**src/rtl/riscv_boot_pkg.sv**
```systemverilog
// Shared definitions for the boot-time instruction loader.
package riscv_boot_pkg;

  typedef enum logic [2:0] {
    HDR0  = 3'd0,
    HDR1  = 3'd1,
    DATA  = 3'd2,
    CSUM  = 3'd3,
    RUN   = 3'd4,
    ERROR = 3'd5
  } state_e;

  localparam int HDR_BYTES      = 2;
  localparam int BYTES_PER_WORD = 4;

  localparam logic [31:0] NOP_INSN = 32'h00000013;

endpackage

```
**src/rtl/loader_word_asm.sv**
```systemverilog
// Byte-lane counter and little-endian word assembler; word_complete_o
// pulses combinationally with the byte that finishes a word.
module loader_word_asm
  import riscv_boot_pkg::*;
(
  input  logic        clk,
  input  logic        rst,
  input  logic        clear_i,
  input  logic        byte_en_i,
  input  logic [7:0]  byte_data_i,
  output logic [31:0] word_o,
  output logic        word_complete_o
);

  localparam int LANE_W = $clog2(BYTES_PER_WORD);

  logic [LANE_W-1:0] lane_q, lane_d;
  logic [23:0]       shift_q, shift_d;

  // Only the first three bytes are stored; the fourth is taken straight from
  // the input so the full word is ready in the same cycle it completes.
  assign word_o          = {byte_data_i, shift_q};
  assign word_complete_o = byte_en_i && (lane_q == LANE_W'(BYTES_PER_WORD - 1));

  always_comb begin
    lane_d  = lane_q;
    shift_d = shift_q;
    if (clear_i) begin
      lane_d  = '0;
      shift_d = '0;
    end else if (byte_en_i) begin
      lane_d  = lane_q + 1'b1;
      shift_d = {byte_data_i, shift_q[23:8]};
    end
  end

  always_ff @(posedge clk) begin
    if (rst) begin
      lane_q  <= '0;
      shift_q <= '0;
    end else begin
      lane_q  <= lane_d;
      shift_q <= shift_d;
    end
  end

endmodule

```
**src/rtl/insn_loader.sv**
```systemverilog
// Boot loader: parses a counted, XOR-checksummed byte image into instruction
// memory and holds the core in reset until a verified image is in place.
module insn_loader
  import riscv_boot_pkg::*;
#(
  parameter int ADDR_WIDTH = 10
) (
  input  logic                  clk,
  input  logic                  rst,
  input  logic                  byte_valid,
  input  logic [7:0]            byte_data,
  output logic                  byte_ready,
  input  logic                  reload,
  output logic                  imem_we,
  output logic [ADDR_WIDTH-1:0] imem_addr,
  output logic [31:0]           imem_wdata,
  output logic                  core_rst_n,
  output logic                  err,
  output logic                  done
);

  localparam int          CW       = ADDR_WIDTH + 1;
  localparam logic [16:0] CAPACITY = 17'(1) << ADDR_WIDTH;

  state_e                state_q, state_d;
  logic [7:0]            cnt_lo_q, cnt_lo_d;
  logic [15:0]           n_q, n_d;
  logic [CW-1:0]         wcnt_q, wcnt_d;
  logic [7:0]            xor_q, xor_d;
  logic                  we_q, we_d;
  logic [ADDR_WIDTH-1:0] addr_q, addr_d;
  logic [31:0]           wdata_q, wdata_d;

  logic        accept;
  logic        asm_en;
  logic        asm_clear;
  logic [31:0] asm_word;
  logic        asm_complete;
  logic [15:0] hdr_n;
  logic        last_word;

  assign byte_ready = (state_q != RUN);
  assign accept     = byte_valid && byte_ready;
  assign asm_en     = accept && (state_q == DATA);
  assign hdr_n      = {byte_data, cnt_lo_q};
  assign last_word  = (17'(wcnt_q) + 17'd1) == {1'b0, n_q};

  loader_word_asm u_word_asm (
    .clk             (clk),
    .rst             (rst),
    .clear_i         (asm_clear),
    .byte_en_i       (asm_en),
    .byte_data_i     (byte_data),
    .word_o          (asm_word),
    .word_complete_o (asm_complete)
  );

  always_comb begin
    state_d   = state_q;
    cnt_lo_d  = cnt_lo_q;
    n_d       = n_q;
    wcnt_d    = wcnt_q;
    xor_d     = xor_q;
    we_d      = 1'b0;
    addr_d    = addr_q;
    wdata_d   = wdata_q;
    asm_clear = 1'b0;
    case (state_q)
      HDR0: if (accept) begin
        cnt_lo_d = byte_data;
        state_d  = HDR1;
      end
      HDR1: if (accept) begin
        n_d = hdr_n;
        if ({1'b0, hdr_n} > CAPACITY) state_d = ERROR;
        else if (hdr_n == 16'd0)      state_d = CSUM;
        else                          state_d = DATA;
      end
      DATA: if (accept) begin
        xor_d = xor_q ^ byte_data;
        if (asm_complete) begin
          we_d    = 1'b1;
          addr_d  = wcnt_q[ADDR_WIDTH-1:0];
          wdata_d = asm_word;
          wcnt_d  = wcnt_q + 1'b1;
          if (last_word) state_d = CSUM;
        end
      end
      CSUM: if (accept) begin
        state_d = (byte_data == xor_q) ? RUN : ERROR;
      end
      RUN, ERROR: if (reload) begin
        // Memory is left as-is; only the parse state restarts.
        state_d   = HDR0;
        wcnt_d    = '0;
        xor_d     = '0;
        asm_clear = 1'b1;
      end
      default: state_d = HDR0;
    endcase
  end

  always_ff @(posedge clk) begin
    if (rst) begin
      state_q  <= HDR0;
      cnt_lo_q <= '0;
      n_q      <= '0;
      wcnt_q   <= '0;
      xor_q    <= '0;
      we_q     <= 1'b0;
      addr_q   <= '0;
      wdata_q  <= '0;
    end else begin
      state_q  <= state_d;
      cnt_lo_q <= cnt_lo_d;
      n_q      <= n_d;
      wcnt_q   <= wcnt_d;
      xor_q    <= xor_d;
      we_q     <= we_d;
      addr_q   <= addr_d;
      wdata_q  <= wdata_d;
    end
  end

  assign imem_we    = we_q;
  assign imem_addr  = addr_q;
  assign imem_wdata = wdata_q;
  assign core_rst_n = (state_q == RUN);
  assign done       = (state_q == RUN);
  assign err        = (state_q == ERROR);

endmodule

```
**config.mk**
```make
export PLATFORM = sky130hd
export DESIGN_NAME = insn_loader
export DESIGN_NICKNAME = d
export VERILOG_FILES = /design/src/rtl/riscv_boot_pkg.sv /design/src/rtl/loader_word_asm.sv /design/src/rtl/insn_loader.sv
export SDC_FILE = /design/constraint.sdc
export NUM_CORES = 1
export LEC_CHECK = 0
export ABC_AREA = 1
export BUFFER_PORTS_ARGS = -buffer_cell sky130_fd_sc_hd__buf_4
export CAP_MARGIN = 25
export CORE_MARGIN = 3
export CORE_UTILIZATION = 40
export CTS_BUF_LIST = sky130_fd_sc_hd__clkbuf_4
export CTS_CLUSTER_SIZE = 25
export DETAILED_ROUTE_END_ITERATION = 16
export PLACE_DENSITY = 0.62
export SLEW_MARGIN = 25
export SYNTH_ARGS = -nofsm -noshare
export SYNTH_HDL_FRONTEND = slang
export SYNTH_SLANG_ARGS = --single-unit
```
**constraint.sdc**
```tcl
create_clock -name clk -period 1.7 [get_ports clk]
set_input_delay 0.255 -clock clk [delete_from_list [all_inputs] [get_ports clk]]
set_output_delay 0.255 -clock clk [all_outputs]
set_load 0.01 [all_outputs]
```
==> flow_summary.ini, run 1 <==
[clock_network]
clkSinkCount = 115
cts_hold_buf = 0
cts_tree = built
clk-insertion-delay-late_ns = 0.50
cts_max_path_buffers = 2
cts-htree-levels = 4
path_clk_slew_ns = 0.10
cts_buffers = 17
clockRootBuffer = clkbuf_4

[pwr]
p_comb_share_pct = 10.5
power_density_nw_per_um2 = 860
p_sw_share_pct = 26.8
power.switching_uw = 1330
p_int_uw = 3640
seqPwrFrac_pct = 57.0
power_frac_clock_pct = 32.6
ir_drop_uv = 425
p_leak_uw = 0.00242

[synth]
synth_cells = 636
avgSynthCellArea_um2 = 7.48
yosysMostFrequentCell = nand2_1
yosys_warnings = 0
synth-main-ff-cell = dfxtp_1
syn-cell-area_um2 = 4760
synth_edf_count = 0
ys_seq_area_share_pct = 48.4
synth_seq_cells = 115
synth_nets = 650
synthTopCellsByCount = nand2_1 (182), dfxtp_1 (115), a21oi_1 (85)
async_flop_share_pct = 0
synth_cell_types = 33
yosysTopAreaCell = dfxtp_1
netlist.area_leader.share_pct = 48.4
synthTopCellsByArea = dfxtp_1 (48%), nand2_1 (14%), a21oi_1 (8.9%)

[timing]
fmax_mhz = 574
fin_crit_sh_pct = 102
worst_pin_slew_ns = 0.499
setup_viol = 3
slew_headroom_pct = 66.7
fin_tns_setup_ns = -0.0812
maxSlewViolCount = 0
rsz0062_at_grt = true
clock-skew-final_ns = 0.0143
setup_ws_ns = -0.0425
finalCriticalPeriod_ns = 1.74
whs_ns = 0.0565
hold_viol = 0

[global_routing]
grt_max_degree = 34
grt-ovfl-total = 0
grt_use_total_pct = 18.2
antenna_found_initial = 0
first_global_vias = 4038
grt_pass1_wl_um = 19300

[drt]
drt-pass1-iter-count = 6
routed_via_density = 5.09
remaining_drc_errors = 0
routed_wl_um = 11800
drtAntennaViolNets = 0
drt_iter0_drc = 324
vias = 4371
drt-wirelength-per-cell_um = 13.7

[worst_hold_path]
hold_path_class = primary input to flip-flop

[floorplanning]
num_io_pins = 59
die_area_um2 = 13200
die_y_um = 115
placementRows = 39
coreArea_um2 = 11500
start_util_pct = 41.3
die_x_um = 115

[final_layout]
postLayoutCoreUtil_pct = 50.2
fin_nets = 721
num_antenna_cells = 0
synthToLayoutAreaGrowth_pct = 21.5
drive_gt1_share_pct = 21.8
fin_cells = 859
fillers = 1138

[worst_setup_path]
slowest_stage = dfxtp_4
crit_path_start_kind = flip-flop
path_cells = ha_4 > nand2_4 > nor2_4 > nand2_1 > nand3_1 > nand2_1 > nor2_1 > nand2_1 > nor2_2 > nand3_2 > nand2_2 > nand3_1 > a21oi_2
critPathBufInv = 0
crit_fanout = 4
slowest_delay_ns = 0.38
critPathCaptureType = flip-flop
path_delay_family = simple AND/OR/NAND/NOR gates
cp_common_cell = nand2_1
crit_type = flip-flop to flip-flop
arrival_ns = 2.18
required_ns = 2.13

[run_status]
violations = setup timing
status = complete, but fails checks

[place]
place_ws_ns = -0.102
place_inst = 829
dp_hpwl_um = 8350
numPortBuffers = 58
routabilityCongestion = 0.907

[flow_run]
cap_violations = 0
-- cell usage in the layout (no fill, tap or decap), types with 2 or more instances in the layout --
master	n
a21oi_2	3
nand3b_1	3
or2_0	4
nand2_2	9
nand3_1	42
dfxtp_1	107
nor2_1	24
nor3_1	4
dfxtp_2	6
xor2_1	8
inv_1	41
dfxtp_4	2
o21ai_0	40
a21oi_1	84
nand2_4	2
buf_4	79
clkinv_2	3
clkinv_1	5
inv_2	5
nor2_4	4
nand2_1	176
xnor3_1	2
buf_6	5
nor2_2	7
nand3_2	5
nand4_1	7
clkbuf_4	18
xnor2_1	7
-- layout make-up --
type / instances / area (µm²) / area share, %
clock buffers: 18 / 135 / 2.34
flip-flops and latches: 115 / 2320 / 40.1
inverters: 46 / 173 / 2.99
repair buffers: 85 / 669 / 11.6
well taps: 143 / 179 / 3.10
clock inverters: 10 / 71.3 / 1.23
multi-input cells: 442 / 2230 / 38.7
-- flip-flops by register name, indices dropped and copies added (netlist names) --
register            cells
u_word_asm.lane_q       2
imem_we                 1
cnt_lo_q                8
wcnt_q                 11
xor_q                   8
imem_wdata             32
u_word_asm.shift_q     24
state_q                 3
n_q                    16
imem_addr              10
-- stage by stage --
| stage | power, µW | area [µm²] |
|---|---|---|
| after detailed placement | 3380 | 5440 |
| after global placement | 3370 | 5440 |
| after global routing | 5210 | 5780 |
| after CTS | 5000 | 5680 |
| final | 4970 | 5780 |
| after floorplan | 3210 | 4760 |
-- cells by family after synthesis --
logic type,count (synthesis),share of synthesized area (%)
AND/OR/NAND/NOR,292,26.6
buffers and inverters,79,6.63
XOR/XNOR,17,3.71
flip-flops,115,48.4
AO/OA/AOI/OAI,131,14.2
adder cells (fa/ha/maj),2,0.526
-- final timing paths --
path / start / endpoint / slack (ns) / depth (start not counted)
hold reg to reg: u_word_asm.shift_q[3] / imem_wdata[3] / 0.47 / 2
setup / recovery: wcnt_q[0] / state_q[2] / -0.04 / 13
setup reg to reg: wcnt_q[0] / state_q[2] / -0.04 / 13
hold / removal: byte_data[7] / u_word_asm.shift_q[23] / 0.06 / 3
-- per-layer routing --
layer | vias to the layer above | routed length, µm | global-route usage (%)
met4 | 0 | 89 | 4.69
met5 | - | 0 | 0
met1 | 2023 | 5760 | 25.4
li1 | 2210 | - | -
met2 | 128 | 5330 | 27.9
met3 | 10 | 591 | 5.21
-- worst min-delay path, cell delays in order --
cell     delay, ns
buf_4         0.14
nand2_1       0.06
a21oi_1       0.05
-- what timing repair did --
action                                  in CTS  in global routing
endpoints found under the setup margin       7                 25
pin swaps                                    3                 10
resized for setup                           14                 25
gates cloned                                 0                  0
buffers inserted                             0                  3
-- power groups by stage --
stage / Combinational [µW] / Sequential, µW / Clock, µW
after floorplan: 336 / 2880 / 0
after global placement: 481 / 2890 / 0
after detailed placement: 492 / 2890 / 0
after CTS: 493 / 2830 / 1670
after global routing: 581 / 2840 / 1780
final: 520 / 2830 / 1620
(Power assumes the default switching activity.)
==> run 2, diff against run 1 <==
==> constraint.sdc (replaced) <==
create_clock -name clk -period 1.7 [get_ports clk]
set_input_delay 0.17 -clock clk [delete_from_list [all_inputs] [get_ports clk]]
set_output_delay 0.17 -clock clk [all_outputs]
set_load 0.01 [all_outputs]
==> flow_summary.ini, run 2 (synthesis results as in run 1) <==
[flow_run]
cap_violations = 0

[final_layout]
synthToLayoutAreaGrowth_pct = 26.2
mostFrequentLayoutCell = nand2_1
fillers = 1132
fin_nets = 733
drive_gt1_share_pct = 22.1
largest_reg_flops = 32
num_antenna_cells = 0
final_cell_mix = nand2_1 (177), dfxtp_1 (111), a21oi_1 (84)
fin_cells = 875

[floorplanning]
die_x_um = 115
coreArea_um2 = 11500
placementRows = 39
die_area_um2 = 13200
num_io_pins = 59
start_util_pct = 41.3
die_y_um = 115

[worst_setup_path]
cp_common_cell = nand2_1
r2r_end = state_q[2]
timing.rr.start = wcnt_q[0]
slowest_delay_ns = 0.37
required_ns = 2.15
crit_path_start_kind = flip-flop
arrival_ns = 2.18
critPathCaptureType = flip-flop
crit_type = flip-flop to flip-flop
reg2reg_depth = 15
rrSetupSlack_ns = -0.03
path_cells = buf_6 > nand2_4 > nor2_4 > nand2_2 > nand2_2 > nand2_1 > nand2_1 > nand2_1 > inv_1 > nand2_1 > nor2_2 > nand3_2 > nand2_2 > nand3_1 > a21oi_2
crit_fanout = 7
slowest_stage = dfxtp_2

[drt]
vias = 4444
routed_wl_um = 12000
drtAntennaViolNets = 0
routed_via_density = 5.08
remaining_drc_errors = 0
drt_iter0_drc = 235
drt-pass1-iter-count = 6
drt-wirelength-per-cell_um = 13.7

[global_routing]
grt_pass1_wl_um = 19700
antenna_found_initial = 0
grt_max_degree = 34
grt_use_total_pct = 18.9
first_global_vias = 4180
grt-ovfl-total = 0

[worst_hold_path]
hold_path_startpoint = rst
hold_path_class = primary input to flip-flop
holdPathStages = 3
hold_path_end = wcnt_q[2]

[timing]
setup_ws_ns = -0.0322
setup_viol = 2
fmax_mhz = 577
worst_pin_slew_ns = 0.518
clock-skew-final_ns = 0.0187
rsz0062_at_grt = true
fin_crit_sh_pct = 102
whs_ns = 0.176
finalCriticalPeriod_ns = 1.73
hold_viol = 0
maxSlewViolCount = 0
slew_headroom_pct = 65.4

[clock_network]
path_clk_slew_ns = 0.10
clockRootBuffer = clkbuf_4
clkSinkCount = 115
cts-htree-levels = 4
clk-insertion-delay-late_ns = 0.53
cts_tree = built
cts_buffers = 17
cts_max_path_buffers = 2

[pwr]
power_density_nw_per_um2 = 911
p_leak_uw = 0.00252
ir_drop_uv = 573

[place]
routabilityCongestion = 0.905
place_inst = 831
numPortBuffers = 58
place_ws_ns = -0.0556
dp_hpwl_um = 8380

[run_status]
violations = setup timing
status = complete, but fails checks
-- run 2: cell count changes in the layout (fill, tap and decap cells not counted), sizes merged --
cell,delta
clkinvlp,+2
buf,+3
dlygate4sd3,+9
bufinv,+2
clkbuf,+1
clkinv,-1
-- run 2: stage by stage --
step	TNS [ns]	total power [µW]	utilization, %	cell area (µm²)
floorplan	0	3210	-	4760
global placement	0	3380	47.4	5460
detailed placement	-0.135	3390	47.4	5460
CTS	-0.0142	5510	51.6	5940
global route	-0.673	5710	52.1	6000
finish	-0.0348	5470	52.1	6000
-- run 2: power breakdown --
group          leakage (µW)  switching [µW]  internal (µW)  total, µW
registers          0.000933            53.5           2780       2830
logic               0.00143             338            201        539
clock network      0.000156            1050           1050       2100
-- run 2: critical path: cells and delay by family, from the launching register on --
kind	cells	cell delay, ns
AOI/OAI and AO/OA	1	0.13
buffers and inverters	2	0.18
and+or+nand+nor	12	1.00
DFF	1	0.37
-- run 2: final cells by class --
class / instances / area, µm² / area share (%)
Tap cell: 143 / 179 / 2.98
Clock buffer: 19 / 143 / 2.38
Timing Repair Buffer: 97 / 798 / 13.3
Sequential cell: 115 / 2310 / 38.5
Inverter: 46 / 173 / 2.88
Multi-Input combinational cell: 442 / 2240 / 37.3
Clock inverter: 13 / 161 / 2.69
-- run 2: per-layer routing --
metal  GRT usage (%)  vias up  wire [µm]
li1                -     2250          -
met1            25.3     2035       5580
met2            29.6      139       5550
met3            5.21       20        700
met4            6.34        0        189
met5               0        -          0
-- run 2: worst max path at each step --
| stage | start | to | slack (ns) |
|---|---|---|---|
| floorplan | wcnt_q[0] | state_q[0] | 0.07 |
| global placement | wcnt_q[1] | state_q[0] | 0.01 |
| detailed placement | wcnt_q[1] | state_q[0] | -0.06 |
| CTS | wcnt_q[1] | state_q[2] | -0.01 |
| global route | wcnt_q[1] | state_q[2] | -0.20 |
| finish | wcnt_q[0] | state_q[2] | -0.03 |
-- run 2: timing repair --
action,4_1_cts,5_1_grt
setup endpoints to repair,4,25
resized for setup,18,16
hold endpoints to repair,31,0
buffers inserted,2,1
hold buffers,9,0
pin swaps,9,6
gates cloned,0,0
==> run 3, diff against run 2 <==
Settings changed: ABC_CLOCK_PERIOD_IN_PS set to 1700, CELL_PAD_IN_SITES_DETAIL_PLACEMENT set to 1, CELL_PAD_IN_SITES_GLOBAL_PLACEMENT set to 2, CORE_UTILIZATION 40 to 31, PLACE_DENSITY 0.62 to 0.79.
==> flow_summary.ini, run 3 (synthesis results as in run 1) <==
[clock_network]
cts_buffers = 17
clockRootBuffer = clkbuf_4
cts-htree-levels = 4
cts_max_path_buffers = 2
cts_tree = built
path_clk_slew_ns = 0.10
clkSinkCount = 115
clk-insertion-delay-late_ns = 0.53

[pwr]
ir_drop_uv = 426
power_frac_clock_pct = 33.8
power_uw = 5150
p_leak_uw = 0.00251
seqPwrFrac_pct = 55.0
power_density_nw_per_um2 = 849
p_comb_share_pct = 11.3
p_sw_share_pct = 27.6
p_int_uw = 3730
power.switching_uw = 1420

[drt]
drt_iter0_drc = 249
vias = 4542
drt-wirelength-per-cell_um = 16.0
drtAntennaViolNets = 0
routed_wl_um = 14700
remaining_drc_errors = 0
drt-pass1-iter-count = 4
routed_via_density = 4.93

[floorplanning]
num_io_pins = 59
coreArea_um2 = 14800
placementRows = 44
die_area_um2 = 16900
start_util_pct = 32.2
die_x_um = 130
die_y_um = 130

[run_status]
violations = setup timing
status = complete, but fails checks

[worst_setup_path]
crit_fanout = 4
arrival_ns = 2.26
required_ns = 2.17
slowest_delay_ns = 0.38
crit_path_start_kind = flip-flop
slowest_stage = dfxtp_4
path_cells = ha_4 > nand2_4 > nor2_4 > nand2_2 > xnor2_1 > nand2_1 > nand2_1 > nor2_2 > nand3_2 > nand2_4 > nand3_2 > a21oi_2
crit_type = flip-flop to flip-flop
critPathCaptureType = flip-flop

[timing]
hold_viol = 0
fmax_mhz = 557
rsz0062_at_grt = true
slew_headroom_pct = 63.9
finalCriticalPeriod_ns = 1.80
clock-skew-final_ns = 0.00988
setup_ws_ns = -0.0968
fin_crit_sh_pct = 106
worst_pin_slew_ns = 0.542
setup_viol = 3
maxSlewViolCount = 0

[global_routing]
first_global_vias = 4526
grt-ovfl-total = 0
grt_max_degree = 34
grt_use_total_pct = 17.9
grt_pass1_wl_um = 23300
antenna_found_initial = 1

[flow_run]
cap_violations = 0

[place]
routabilityCongestion = 0.819
dp_hpwl_um = 10700
place_inst = 879
numPortBuffers = 58

[final_layout]
final_cell_mix = nand2_1 (173), dfxtp_1 (109), buf_4 (87)
fin_cells = 921
synthToLayoutAreaGrowth_pct = 27.4
mostFrequentLayoutCell = nand2_1
drive_gt1_share_pct = 23.4
largest_reg_flops = 32
fin_nets = 739

[worst_hold_path]
hold_path_class = primary input to flip-flop
-- run 3: cell types whose count changed in the layout (fill, tap and decap cells not counted), moves of 3 or more --
cell      before  now
clkinv_1       1    5
nand2_2        8   11
inv_1         43   39
nand2_1      177  173
buf_4         80   87
inv_2          3    7
clkinv_4       4    0
-- run 3: through the flow --
step	util, %	setup TNS, ns	cell area [µm²]	setup slack, ns	hold WS [ns]
floorplan	-	0	4760	0.0730	0.313
detailed placement	37.7	-2.28	5570	-0.242	0.455
finish	41.1	-0.255	6060	-0.0968	0.220
global placement	37.7	-0.931	5570	-0.234	0.453
global route	41.1	-1.38	6060	-0.230	0.215
CTS	40.5	-0.227	5970	-0.0971	0.174
-- run 3: final cells by class --
cell class,count,area [µm²]
clock inverters,9,66.3
fillers,1845,8690
clock buffers,21,158
multi-input cells,442,2270
inverters,46,173
repair buffers,103,838
diodes,1,2.50
well taps,184,230
flip-flops and latches,115,2320
-- run 3: per-layer routing --
layer	vias up	GRT usage, %	share of wire, %	wire length [µm]
li1	2253	-	-	-
met1	2190	23.7	47	6940
met2	80	28.5	47	6930
met3	19	4.13	3.8	566
met4	0	6.60	2.0	294
met5	-	0	0	0
-- run 3: critical path, delay by kind of cell (launching register included) --
family / cells / cell delay [ns]
XOR/XNOR: 1 / 0.16
adder cells (fa/ha/maj): 1 / 0.16
AND/OR/NAND/NOR: 9 / 0.87
flip-flops: 1 / 0.38
AO/OA/AOI/OAI: 1 / 0.16
-- run 3: final timing paths --
| kind | endpoint | start | slack [ns] | cells past startpoint |
|---|---|---|---|---|
| max | state_q[0] | wcnt_q[1] | -0.1 | 12 |
| min | wcnt_q[5] | byte_valid | 0.22 | 5 |
| max reg2reg | state_q[0] | wcnt_q[1] | -0.1 | 12 |
| min reg2reg | u_word_asm.shift_q[5] | u_word_asm.shift_q[5] | 0.47 | 2 |
-- run 3: power by group through the flow --
stage	Combinational (µW)	Sequential (µW)	Clock, µW
detailed placement	528	2890	0
global route	649	2840	1950
finish	579	2830	1740
floorplan	336	2880	0
global placement	513	2890	0
CTS	561	2830	1810
-- run 3: what timing repair did --
item / 4_1_cts / 5_1_grt
gates resized for setup: 24 / 25
hold buffers: 10 / 0
pin swaps: 6 / 11
setup endpoints to repair: 17 / 41
hold endpoints to repair: 40 / 0
setup buffers: 0 / 2
